<file path="src/rtl/npc_pkg.sv">
// Shared MEM/WB types: payload struct, bubble constant and skid FSM states.
// Widths come from the sysconfig macros; defaults are supplied here when they are not predefined.
`ifndef XLEN
`define XLEN 64
`endif
`ifndef INST_LEN
`define INST_LEN 32
`endif
`ifndef REG_ADDRWIDTH
`define REG_ADDRWIDTH 5
`endif
`ifndef CSR_REG_ADDRWIDTH
`define CSR_REG_ADDRWIDTH 12
`endif
`ifndef INST_NOP
`define INST_NOP 32'h0000_0013
`endif

package npc_pkg;

    typedef struct packed {
        logic [`XLEN-1:0]              pc;
        logic [`INST_LEN-1:0]          inst;
        logic [`XLEN-1:0]              mem_data;
        logic [`REG_ADDRWIDTH-1:0]     rd_idx;
        logic [`CSR_REG_ADDRWIDTH-1:0] csr_addr;
        logic [`XLEN-1:0]              csr_data;
        logic                          csr_valid;
    } mem_wb_pkt_t;

    localparam mem_wb_pkt_t MEM_WB_BUBBLE = '{
        pc:        '0,
        inst:      `INST_NOP,
        mem_data:  '0,
        rd_idx:    '0,
        csr_addr:  '0,
        csr_data:  '0,
        csr_valid: 1'b0
    };

    typedef enum logic [1:0] {
        ST_EMPTY = 2'd0,
        ST_ONE   = 2'd1,
        ST_FULL  = 2'd2
    } mem_wb_state_e;

endpackage

</file>
<file path="src/rtl/mem_wb_pipe_slot.sv">
// One MEM/WB payload register; clear returns it to the bubble so a dead slot never holds stale writes.
module pipe_slot
    import npc_pkg::*;
(
    input  logic        clk,
    input  logic        rst,
    input  logic        load,
    input  logic        clear,
    input  mem_wb_pkt_t d,
    output mem_wb_pkt_t q
);

    always_ff @(posedge clk or negedge rst) begin
        if (!rst)       q <= MEM_WB_BUBBLE;
        else if (clear) q <= MEM_WB_BUBBLE;
        else if (load)  q <= d;
    end

endmodule

</file>
<file path="src/rtl/mem_wb_stage.sv">
// MEM/WB boundary with a 2-entry skid buffer and a registered mem_ready_o.
// Optional retire counter: define MEMWB_RETIRE_CNT_EN to add retire_cnt_o.
module mem_wb_stage
    import npc_pkg::*;
#(
    parameter int XLEN   = 64,
    parameter int INST_W = 32,
    parameter int RD_W   = 5,
    parameter int CSR_W  = 12
) (
    input  logic              clk,
    input  logic              rst,
    input  logic              flush_i,
    input  logic              mem_valid_i,
    output logic              mem_ready_o,
    input  logic [XLEN-1:0]   pc_i,
    input  logic [INST_W-1:0] inst_i,
    input  logic [XLEN-1:0]   mem_data_i,
    input  logic [RD_W-1:0]   rd_idx_i,
    input  logic [CSR_W-1:0]  csr_addr_i,
    input  logic [XLEN-1:0]   exc_csr_data_i,
    input  logic              exc_csr_valid_i,
    input  logic              wb_ready_i,
    output logic              wb_valid_o,
    output logic [XLEN-1:0]   pc_wb_o,
    output logic [INST_W-1:0] inst_data_wb_o,
    output logic [XLEN-1:0]   mem_data_o,
    output logic [RD_W-1:0]   rd_idx_o,
    output logic [CSR_W-1:0]  csr_addr_o,
    output logic [XLEN-1:0]   exc_csr_data_o,
    output logic              exc_csr_valid_o
`ifdef MEMWB_RETIRE_CNT_EN
    ,
    output logic [63:0]       retire_cnt_o
`endif
);

    mem_wb_state_e state;
    mem_wb_pkt_t   in_pkt, main_d, main_q, skid_q, head;
    logic          accept, drain;
    logic          main_ld, main_clr, skid_ld, skid_clr;

    assign in_pkt = '{pc: pc_i, inst: inst_i, mem_data: mem_data_i, rd_idx: rd_idx_i,
                      csr_addr: csr_addr_i, csr_data: exc_csr_data_i, csr_valid: exc_csr_valid_i};

    assign wb_valid_o = (state != ST_EMPTY);
    assign accept     = mem_valid_i & mem_ready_o;
    assign drain      = wb_valid_o & wb_ready_i;

    always_ff @(posedge clk or negedge rst) begin
        if (!rst) begin
            state       <= ST_EMPTY;
            mem_ready_o <= 1'b1;
        end else if (flush_i) begin
            state       <= ST_EMPTY;
            mem_ready_o <= 1'b1;
        end else begin
            case (state)
                ST_EMPTY: if (accept) state <= ST_ONE;
                ST_ONE: begin
                    if (accept && !drain) begin
                        state       <= ST_FULL;
                        mem_ready_o <= 1'b0;
                    end else if (!accept && drain) begin
                        state <= ST_EMPTY;
                    end
                end
                ST_FULL: begin
                    if (drain) begin
                        state       <= ST_ONE;
                        mem_ready_o <= 1'b1;
                    end
                end
                default: begin
                    state       <= ST_EMPTY;
                    mem_ready_o <= 1'b1;
                end
            endcase
        end
    end

    // Main always holds the head; skid only fills when ONE accepts without draining.
    always_comb begin
        main_ld  = 1'b0;
        main_clr = flush_i;
        skid_ld  = 1'b0;
        skid_clr = flush_i;
        main_d   = in_pkt;
        if (!flush_i) begin
            case (state)
                ST_EMPTY: main_ld = accept;
                ST_ONE: begin
                    main_ld  = accept & drain;
                    skid_ld  = accept & ~drain;
                    main_clr = ~accept & drain;
                end
                ST_FULL: begin
                    main_d   = skid_q;
                    main_ld  = drain;
                    skid_clr = drain;
                end
                default: ;
            endcase
        end
    end

    pipe_slot u_main (
        .clk   (clk),
        .rst   (rst),
        .load  (main_ld),
        .clear (main_clr),
        .d     (main_d),
        .q     (main_q)
    );

    pipe_slot u_skid (
        .clk   (clk),
        .rst   (rst),
        .load  (skid_ld),
        .clear (skid_clr),
        .d     (in_pkt),
        .q     (skid_q)
    );

    assign head            = wb_valid_o ? main_q : MEM_WB_BUBBLE;
    assign pc_wb_o         = head.pc;
    assign inst_data_wb_o  = head.inst;
    assign mem_data_o      = head.mem_data;
    assign rd_idx_o        = head.rd_idx;
    assign csr_addr_o      = head.csr_addr;
    assign exc_csr_data_o  = head.csr_data;
    assign exc_csr_valid_o = head.csr_valid;

`ifdef MEMWB_RETIRE_CNT_EN
    // A drain suppressed by flush never reached writeback, so it is not a retire.
    always_ff @(posedge clk or negedge rst) begin
        if (!rst)                  retire_cnt_o <= 64'd0;
        else if (drain && !flush_i) retire_cnt_o <= retire_cnt_o + 64'd1;
    end
`endif

endmodule

</file>
<file path="config.mk">
export PLATFORM = sky130hd
export DESIGN_NAME = mem_wb_stage
export DESIGN_NICKNAME = d
export VERILOG_FILES = /design/src/rtl/npc_pkg.sv /design/src/rtl/mem_wb_pipe_slot.sv /design/src/rtl/mem_wb_stage.sv
export SDC_FILE = /design/constraint.sdc
export NUM_CORES = 1
export LEC_CHECK = 0
export BUFFER_PORTS_ARGS = -buffer_cell sky130_fd_sc_hd__buf_2
export CAP_MARGIN = 20
export CORE_AREA = 2 2 344 278
export DETAILED_ROUTE_END_ITERATION = 16
export DIE_AREA = 0 0 346 280
export GPL_TIMING_DRIVEN = 0
export PLACE_DENSITY = 0.48
export SKIP_LAST_GASP = 1
export SLEW_MARGIN = 5
export SYNTH_ARGS = -nofsm -noshare
export SYNTH_HDL_FRONTEND = slang
export SYNTH_HIERARCHICAL = 1
export SYNTH_SLANG_ARGS = --single-unit
</file>
<file path="constraint.sdc">
create_clock -name clk -period 4 [get_ports clk]
set_input_delay 0.8 -clock clk [delete_from_list [all_inputs] [get_ports clk]]
set_output_delay 0.8 -clock clk [all_outputs]
set_load 0.01 [all_outputs]
</file>
==> impl_metrics.tcl, run 1 <==
set metrics [dict create \
    status "finished, final reports clean" \
    drv_cap 0 \
    post-place-cells 3856 \
    yosysSeqAreaShare_pct 48.6 \
    grt_pass1_wl_mm 114 \
    yosys_warnings 6 \
    clkSlewWorstSetupHoldPaths_ns 0.06 \
    htree_levels 2 \
    cts_sinks 487 \
    row_count 101 \
    hold_class "in2async" \
    coreArea_sq_um 93800 \
    critPathCaptureType "output pin" \
    wl_per_cell_um 18.8 \
    yosys.area.top_type "dfrtp_1" \
    numCtsBuffers 55 \
    p_leak_nw 14.8 \
    avgSynthCellArea_sq_um 11.8 \
    port_buffers 489 \
    cp.arrival_ns 2.90 \
    syn-cell-area_sq_um 25100 \
    fp.dieArea_sq_um 96900 \
    synth_flop_cell "dfrtp_1" \
    fin_crit_sh_pct 92.4 \
    grt_pass1_vias 18600 \
    via_count 17400 \
    worst_pin_slew_ns 0.612 \
    initial_core_util_pct 26.8 \
    worst-path-max-fanout 11 \
    fmax_mhz 270 \
    synth_fp_nets 2373 \
    post_cts_buffers 0 \
    gp_congestion 0.804 \
    drive_gt1_share_pct 34.1 \
    netlist_instances 2126 \
    ant_nets 0 \
    drc 0 \
    die-width_um 346 \
    nNetsFinal 2924 \
    area_growth_pct 24.4 \
    power_density_nw_per_um2 402 \
    async_flop_share_pct 100 \
    synth_top_area_share_pct 47.8 \
    synth_edf_count 0 \
    fillers 9495 \
    cts.repair.resized 0 \
    slew_headroom_pct 59.2 \
    required_ns 3.20 \
    ios 491 \
    synth_commonest_cells "nor2_1 (481), dfrtp_1 (480), mux2i_1 (479)" \
    netlist_top_cells_area "dfrtp_1 (48%), mux2i_1 (19%), mux2_4 (9.7%), nor2_1 (7.2%), and2_1 (6.0%)" \
    crit_type "reg2out" \
    drv_slew 0 \
    routed_wl_mm 74.5 \
    p_total_w 0.0126 \
    critPathLaunchType "flop" \
    ctsHoldBuffers 0 \
    rsz0062_at_grt "false" \
    grt_overflow 0 \
    cts_tree "yes" \
    clk_path_buf_depth 3 \
    dieHeight_um 280 \
    setup_tns_ns 0 \
    cts_root_buf "clkbuf_16" \
    finalSetupViolCount 0 \
    ys_ff_latch 487 \
    min_period_ns 3.70 \
    grt_antenna_before_repair 22 \
    ys_types 30 \
    insertion_delay_ns 0.62 \
    hold_viol 0 \
    synth.most_common_cell "nor2_1" \
    post-dp-hpwl_mm 54.6 \
    drtIter0Drc 567 \
    vdd_drop_max_uv 293 \
    grt_max_degree 110 \
    drtPass1Iterations 5 \
    skew_ns 0.0150 \
    stdcell_count 3968 \
    grt_use_total_pct 15.1 \
    via_per_inst 4.38 \
]
-- logic make-up (layout without fill, tap and decap cells) --
logic type | Yosys count | after routing | synth area share, %
mux | 721 | 721 | 32.4
buf+inv | 163 | 760 | 4.91
flops | 487 | 487 | 48.6
other cells | 0 | 9 | 0
simple gates | 741 | 741 | 13.7
compound gates | 14 | 14 | 0.414
-- metal layers --
| metal | vias to the layer above | global-route usage [%] | share of wire (%) | routed length (um) |
|---|---|---|---|---|
| li1 | 8238 | - | - | - |
| met1 | 8594 | 19.4 | 44 | 33000 |
| met2 | 402 | 24.7 | 46 | 34600 |
| met3 | 125 | 4.60 | 6.8 | 5090 |
| met4 | 30 | 4.00 | 2.2 | 1650 |
| met5 | - | 0 | 0.26 | 192 |
-- metrics by stage --
| step | cell area (sq um) | setup slack, ns | hold WS (ns) | util [%] |
|---|---|---|---|---|
| 6_report | 31200 | 0.302 | 0.137 | 33.3 |
| 2_1_floorplan | 25100 | 1.72 | 0.478 | - |
| 3_3_place_gp | 29100 | -8.29 | 0.492 | 31.0 |
| 4_1_cts | 31200 | 0.128 | 0.101 | 33.3 |
| 3_5_place_dp | 29200 | 0.856 | 0.501 | 31.2 |
| 5_1_grt | 31200 | 0.120 | 0.128 | 33.3 |
-- final cells by class --
type / count / area, sq um / area share [%]
multi-input cells: 1476 / 11700 / 37.4
well taps: 1236 / 1550 / 4.95
repair buffers: 494 / 2590 / 8.31
clock buffers: 76 / 1560 / 4.98
flip-flops and latches: 487 / 12200 / 39.0
plain buffers: 163 / 1230 / 3.95
clock inverters: 27 / 417 / 1.33
diodes: 9 / 22.5 / 0.0721
-- critical path: stages, from the launching register on --
cell      delay [ns]
dfrtp_1         0.50
or2_2           0.18
buf_6           0.19
buf_2           0.48
clkbuf_1        0.51
and2_1          0.25
buf_2           0.14
-- sequential cells by signal (all words and copies together) (netlist names) --
signal and cells:
mem_ready_o 1, u_skid/q 242, u_main/q 242, state 2
-- placed cells by master, fill, tap and decap left out, types with 3 or more instances in the layout --
master	instances
nor2_1	481
buf_12	19
buf_4	22
nor2b_1	7
clkinv_2	10
clkbuf_16	56
dfrtp_1	480
nand2b_1	4
dfstp_2	7
bufinv_16	10
buf_16	5
diode_2	9
buf_2	512
mux2i_1	479
buf_6	25
mux2_2	79
mux2_4	162
and2_1	239
clkbuf_8	8
clkbuf_1	78
a211o_1	6
inv_6	3
buf_1	6
-- power by group --
part	internal, W	switching [W]	total (W)
Combinational	0.000764	0.000984	0.00175
Sequential	0.00514	0.000121	0.00526
Clock	0.00337	0.00218	0.00555
-- worst paths after layout --
kind,cells after the start,start,end,slack [ns]
worst max-delay path,6,state[0],mem_data_o[63],0.30
worst min-delay path,1,rst,u_main/q[133],0.14
worst max register to register,10,state[0],u_main/q[211],1.04
worst min register to register,2,u_main/q[103],u_main/q[103],0.51
max in group asynchronous,4,rst,u_main/q[39],2.08
min in group clk,2,wb_ready_i,state[1],0.41
Note: power is estimated with default switching activity, not from simulation.
==> run 2: changes to the inputs <==
MAX_ROUTING_LAYER = met4   (was default)
==> run 2 against run 1 <==
Against the previous run: combinational power is essentially flat; wire length decreased by 0.15%; first-iteration DRC count grew 1.1%; via count decreased by 0.35%; register-to-register slack hardly changed; power is essentially flat; sequential power is essentially flat; count of clock-buffer cells in the layout stayed put; global-route usage grew 0.44 points; non-clock buffer count stayed put; die area stayed put; clock skew about the same; critical endpoint unchanged.
==> impl_metrics.tcl, run 2 (synthesis results as in run 1) <==
set metrics [dict create \
    via_count 17300 \
    drtPass1Iterations 5 \
    ios 491 \
    port_buffers 489 \
    slew_headroom_pct 58.9 \
    finalSetupViolCount 0 \
    worst_slack_ns 0.323 \
    clk_path_buf_depth 3 \
    grt_use_total_pct 15.6 \
    power_density_nw_per_um2 401 \
    clkSlewWorstSetupHoldPaths_ns 0.06 \
    min_period_ns 3.68 \
    drtIter0Drc 573 \
    stdcell_count 3982 \
    crit_type "reg2out" \
    reg_top3 "u_main/q (242), u_skid/q (242), state (2)" \
    required_ns 3.20 \
    fp.dieArea_sq_um 96900 \
    critPathBufInv 4 \
    grt_pass1_wl_mm 114 \
    grt_overflow 0 \
    grt_pass1_vias 18600 \
    critPathLaunchType "flop" \
    htree_levels 2 \
    insertion_delay_ns 0.62 \
    rsz0062_at_grt "false" \
    drc 0 \
    gp_congestion 0.816 \
    worstReg2RegEnd "u_main/q[191]" \
    coreArea_sq_um 93800 \
    die-width_um 346 \
    initial_core_util_pct 26.8 \
    r2r_cells 10 \
    row_count 101 \
    layout_commonest_cell "buf_2" \
    skew_ns 0.0148 \
    post-dp-hpwl_mm 54.6 \
    holdWs_ns 0.138 \
    setup_tns_ns 0 \
    numCtsBuffers 55 \
    p_leak_nw 14.8 \
    routed_wl_mm 74.4 \
    dp_slack_ns 0.856 \
    post-place-cells 3856 \
    cpPeakStageDelay_ns 0.51 \
    worst_pin_slew_ns 0.616 \
    fin_crit_sh_pct 91.9 \
    crit_slowest_cell "clkbuf_1" \
    drv_slew 0 \
    fmax_mhz 272 \
    cp.arrival_ns 2.88 \
    ctsHoldBuffers 0 \
    via_per_inst 4.35 \
    mostFrequentLayoutCells "buf_2 (512), nor2_1 (481), dfrtp_1 (480)" \
    cpMostUsedCell "buf_2" \
    critPathCaptureType "output pin" \
    r2r-start "state[0]" \
    wl_per_cell_um 18.7 \
    vdd_drop_max_uv 293 \
    worst-path-max-fanout 11 \
    status "finished, final reports clean" \
    r2r_slack_ns 1.05 \
    drv_cap 0 \
    cts.repair.resized 0 \
    crit_chain "or2_2, buf_6, buf_2, clkbuf_1, and2_1, buf_2" \
    ant_nets 0 \
    hold_viol 0 \
    hold_class "in2async" \
    area_growth_pct 24.6 \
    post_cts_buffers 0 \
    cts_root_buf "clkbuf_16" \
    grt_antenna_before_repair 21 \
    drive_gt1_share_pct 34.1 \
    grt_max_degree 110 \
    cts_tree "yes" \
    fillers 9490 \
    nNetsFinal 2924 \
    dieHeight_um 280 \
    cp_top_family "buffers and inverters" \
    cts_sinks 487 \
]
-- run 2: layout make-up --
class / instances / area (sq um) / share of cell area, %
Timing Repair Buffer: 494 / 2590 / 8.30
Antenna cell: 23 / 57.6 / 0.184
Clock buffer: 76 / 1560 / 4.98
Clock inverter: 27 / 417 / 1.33
Buffer: 163 / 1230 / 3.94
Sequential cell: 487 / 12200 / 39.0
Tap cell: 1236 / 1550 / 4.94
Multi-Input combinational cell: 1476 / 11700 / 37.3
-- run 2: stage by stage --
| step | utilization (%) | cell area [sq um] | total power [W] |
|---|---|---|---|
| floorplan | - | 25100 | 0.00639 |
| global placement | 31.0 | 29100 | 0.00708 |
| detailed placement | 31.2 | 29200 | 0.00714 |
| CTS | 33.3 | 31200 | 0.0128 |
| global route | 33.3 | 31300 | 0.0132 |
| finish | 33.4 | 31300 | 0.0126 |
-- run 2: worst max-delay path by stage --
stage              from             end  slack (ns)  cells past startpoint
2_1_floorplan  state[0]   u_main/q[117]        1.72                     10
3_3_place_gp        rst    u_main/q[33]       -8.29                      1
3_5_place_dp   state[0]  mem_data_o[63]        0.86                      6
4_1_cts        state[0]  mem_data_o[63]        0.13                      6
5_1_grt        state[0]  mem_data_o[63]        0.12                      6
6_report       state[0]  mem_data_o[63]        0.32                      6
-- run 2: routing by layer --
metal / GRT usage [%] / part of all wire [%]
met3: 4.46 / 7.1
met2: 24.7 / 47
met5: - / 0
met4: 3.99 / 2.1
met1: 19.5 / 44
-- run 2: where the power goes --
part	switching (W)	internal (W)	total [W]	leakage [nW]
Clock	0.00218	0.00337	0.00554	0.967
Sequential	0.000121	0.00514	0.00526	6.69
Combinational	0.000983	0.000764	0.00175	7.18
Total	0.00328	0.00928	0.0126	14.8
==> run 3: changes to the inputs <==
PLACE_DENSITY = 0.49   (was 0.48)
clock period = 3.05 ns   (was 4 ns; I/O delays follow)
==> run 3 against run 2 <==
Against the previous run: worst hold slack worse by 0.11 ns; clock power grew 19%; largest power group is now sequential cells; cell count barely moved; non-clock buffer count down 1; flip-flop and latch count unchanged; combinational power grew 31%; sequential power increased by 31%.
==> impl_metrics.tcl, run 3 (synthesis results as in run 1) <==
set metrics [dict create \
    status "finished, final reports clean" \
    fmax_mhz 342 \
    worst_slack_ns 0.123 \
    p_seq_share_pct 43.7 \
    crit_type "reg2out" \
    worst_pin_slew_ns 0.815 \
    layout_commonest_cell "buf_2" \
    numCtsBuffers 56 \
    area_growth_pct 23.9 \
    intPower_w 0.0115 \
    ctsHoldBuffers 0 \
    htree_levels 2 \
    worst-path-max-fanout 10 \
    drive_gt1_share_pct 34.5 \
    finalSetupViolCount 0 \
    slew_headroom_pct 45.6 \
    nNetsFinal 2924 \
    power_density_nw_per_um2 508 \
    r2r_cells 10 \
    r2r-start "state[1]" \
    cp.arrival_ns 2.32 \
    initial_core_util_pct 26.8 \
    grt_pass1_vias 17600 \
    min_period_ns 2.93 \
    ant_nets 0 \
    p_sw_share_pct 27.2 \
    switchingPower_w 0.00429 \
    p_total_w 0.0158 \
    post-dp-hpwl_mm 53.2 \
    r2r_slack_ns 0.26 \
    drv_cap 0 \
    drc 0 \
    fin_crit_sh_pct 96.0 \
    clk_path_buf_depth 3 \
    port_buffers 489 \
    stdcell_count 3985 \
    worstReg2RegEnd "u_main/q[204]" \
    coreArea_sq_um 93800 \
    clkSlewWorstSetupHoldPaths_ns 0.06 \
    cts_root_buf "clkbuf_16" \
    gp_congestion 0.756 \
    grt_use_total_pct 15.5 \
    grt_antenna_before_repair 32 \
    via_per_inst 4.28 \
    vdd_drop_max_uv 382 \
    drv_slew 0 \
    grt_overflow 0 \
    skew_ns 0.0178 \
    drtIter0Drc 640 \
    required_ns 2.44 \
    hold_viol 0 \
    critPathCaptureType "output pin" \
    post-place-cells 3855 \
    dp_slack_ns 0.0711 \
    hold_class "in2async" \
    dieHeight_um 280 \
    critPathLaunchType "flop" \
    ios 491 \
    die-width_um 346 \
    grt_pass1_wl_mm 112 \
    mostFrequentLayoutCells "buf_2 (512), nor2_1 (481), mux2i_1 (479)" \
    insertion_delay_ns 0.61 \
    reg_top3 "u_main/q (242), u_skid/q (242), state (2)" \
    fillers 9671 \
    holdWs_ns 0.0301 \
    via_count 17000 \
    combPwrFrac_pct 14.5 \
    row_count 101 \
    drtPass1Iterations 5 \
    p_leak_nw 14.8 \
    cts_sinks 487 \
    wl_per_cell_um 18.5 \
    fp.dieArea_sq_um 96900 \
    routed_wl_mm 73.8 \
    rsz0062_at_grt "false" \
    grt_max_degree 107 \
    clkPwrFrac_pct 41.8 \
    cts_tree "yes" \
]
run 3: cell count changes in the layout (fill, tap and decap cells not counted), sizes merged:
| cell | delta |
|---|---|
| inv | +1 |
| clkbuf | +6 |
| bufinv | -9 |
| buf | +1 |
| diode | +4 |
run 3: what timing repair did:
item,in CTS,in global routing
resized for setup,17,11
buffers inserted,0,0
setup endpoints to repair,162,166
run 3: worst max path at each step:
stage | start | end | slack, ns
floorplan | state[0] | u_main/q[117] | 0.77
global placement | rst | u_main/q[41] | -9.61
detailed placement | state[0] | u_main/q[151] | 0.07
CTS | state[0] | mem_data_o[22] | -0.03
global route | state[1] | pc_wb_o[5] | 0.01
finish | state[1] | mem_data_o[28] | 0.12
run 3: metrics by stage:
step / utilization [%] / TNS (ns) / cell area [sq um]
2_1_floorplan: - / 0 / 25100
3_3_place_gp: 31.0 / -4595.01 / 29100
3_5_place_dp: 31.2 / 0 / 29200
4_1_cts: 33.1 / -0.0313 / 31000
5_1_grt: 33.2 / 0 / 31100
6_report: 33.2 / 0 / 31100
run 3: metal layers:
layer / wire (um) / share of wire, % / track usage (%) / vias to the layer above
met2: 34200 / 46 / 24.4 / 373
met4: 1040 / 1.4 / 3.18 / 0
met3: 4560 / 6.2 / 4.57 / 74
met1: 34000 / 46 / 19.8 / 8302
met5: 0 / 0 / - / -
li1: - / - / - / 8291
run 3: power by group through the flow:
stage,logic [W],registers [W],clock network [W]
2_1_floorplan,0.00143,0.00695,0
3_3_place_gp,0.00230,0.00703,0
3_5_place_dp,0.00233,0.00702,0
4_1_cts,0.00235,0.00691,0.00689
5_1_grt,0.00254,0.00694,0.00712
6_report,0.00229,0.00691,0.00660
run 3: worst max-delay path, cell delays in order, from the launching register on:
cell and delay [ns]:
dfrtp_2 0.45, or2_2 0.32, buf_6 0.18, buf_8 0.18, clkbuf_4 0.22, and2_1 0.19
buf_2 0.15
run 3: cell type report:
type / count / area, sq um / share of cell area, %
diodes: 27 / 67.6 / 0.217
repair buffers: 493 / 2570 / 8.26
multi-input cells: 1476 / 11700 / 37.5
plain buffers: 163 / 1270 / 4.08
flip-flops and latches: 487 / 12200 / 39.2
clock inverters: 19 / 155 / 0.499
well taps: 1236 / 1550 / 4.97
clock buffers: 84 / 1620 / 5.20
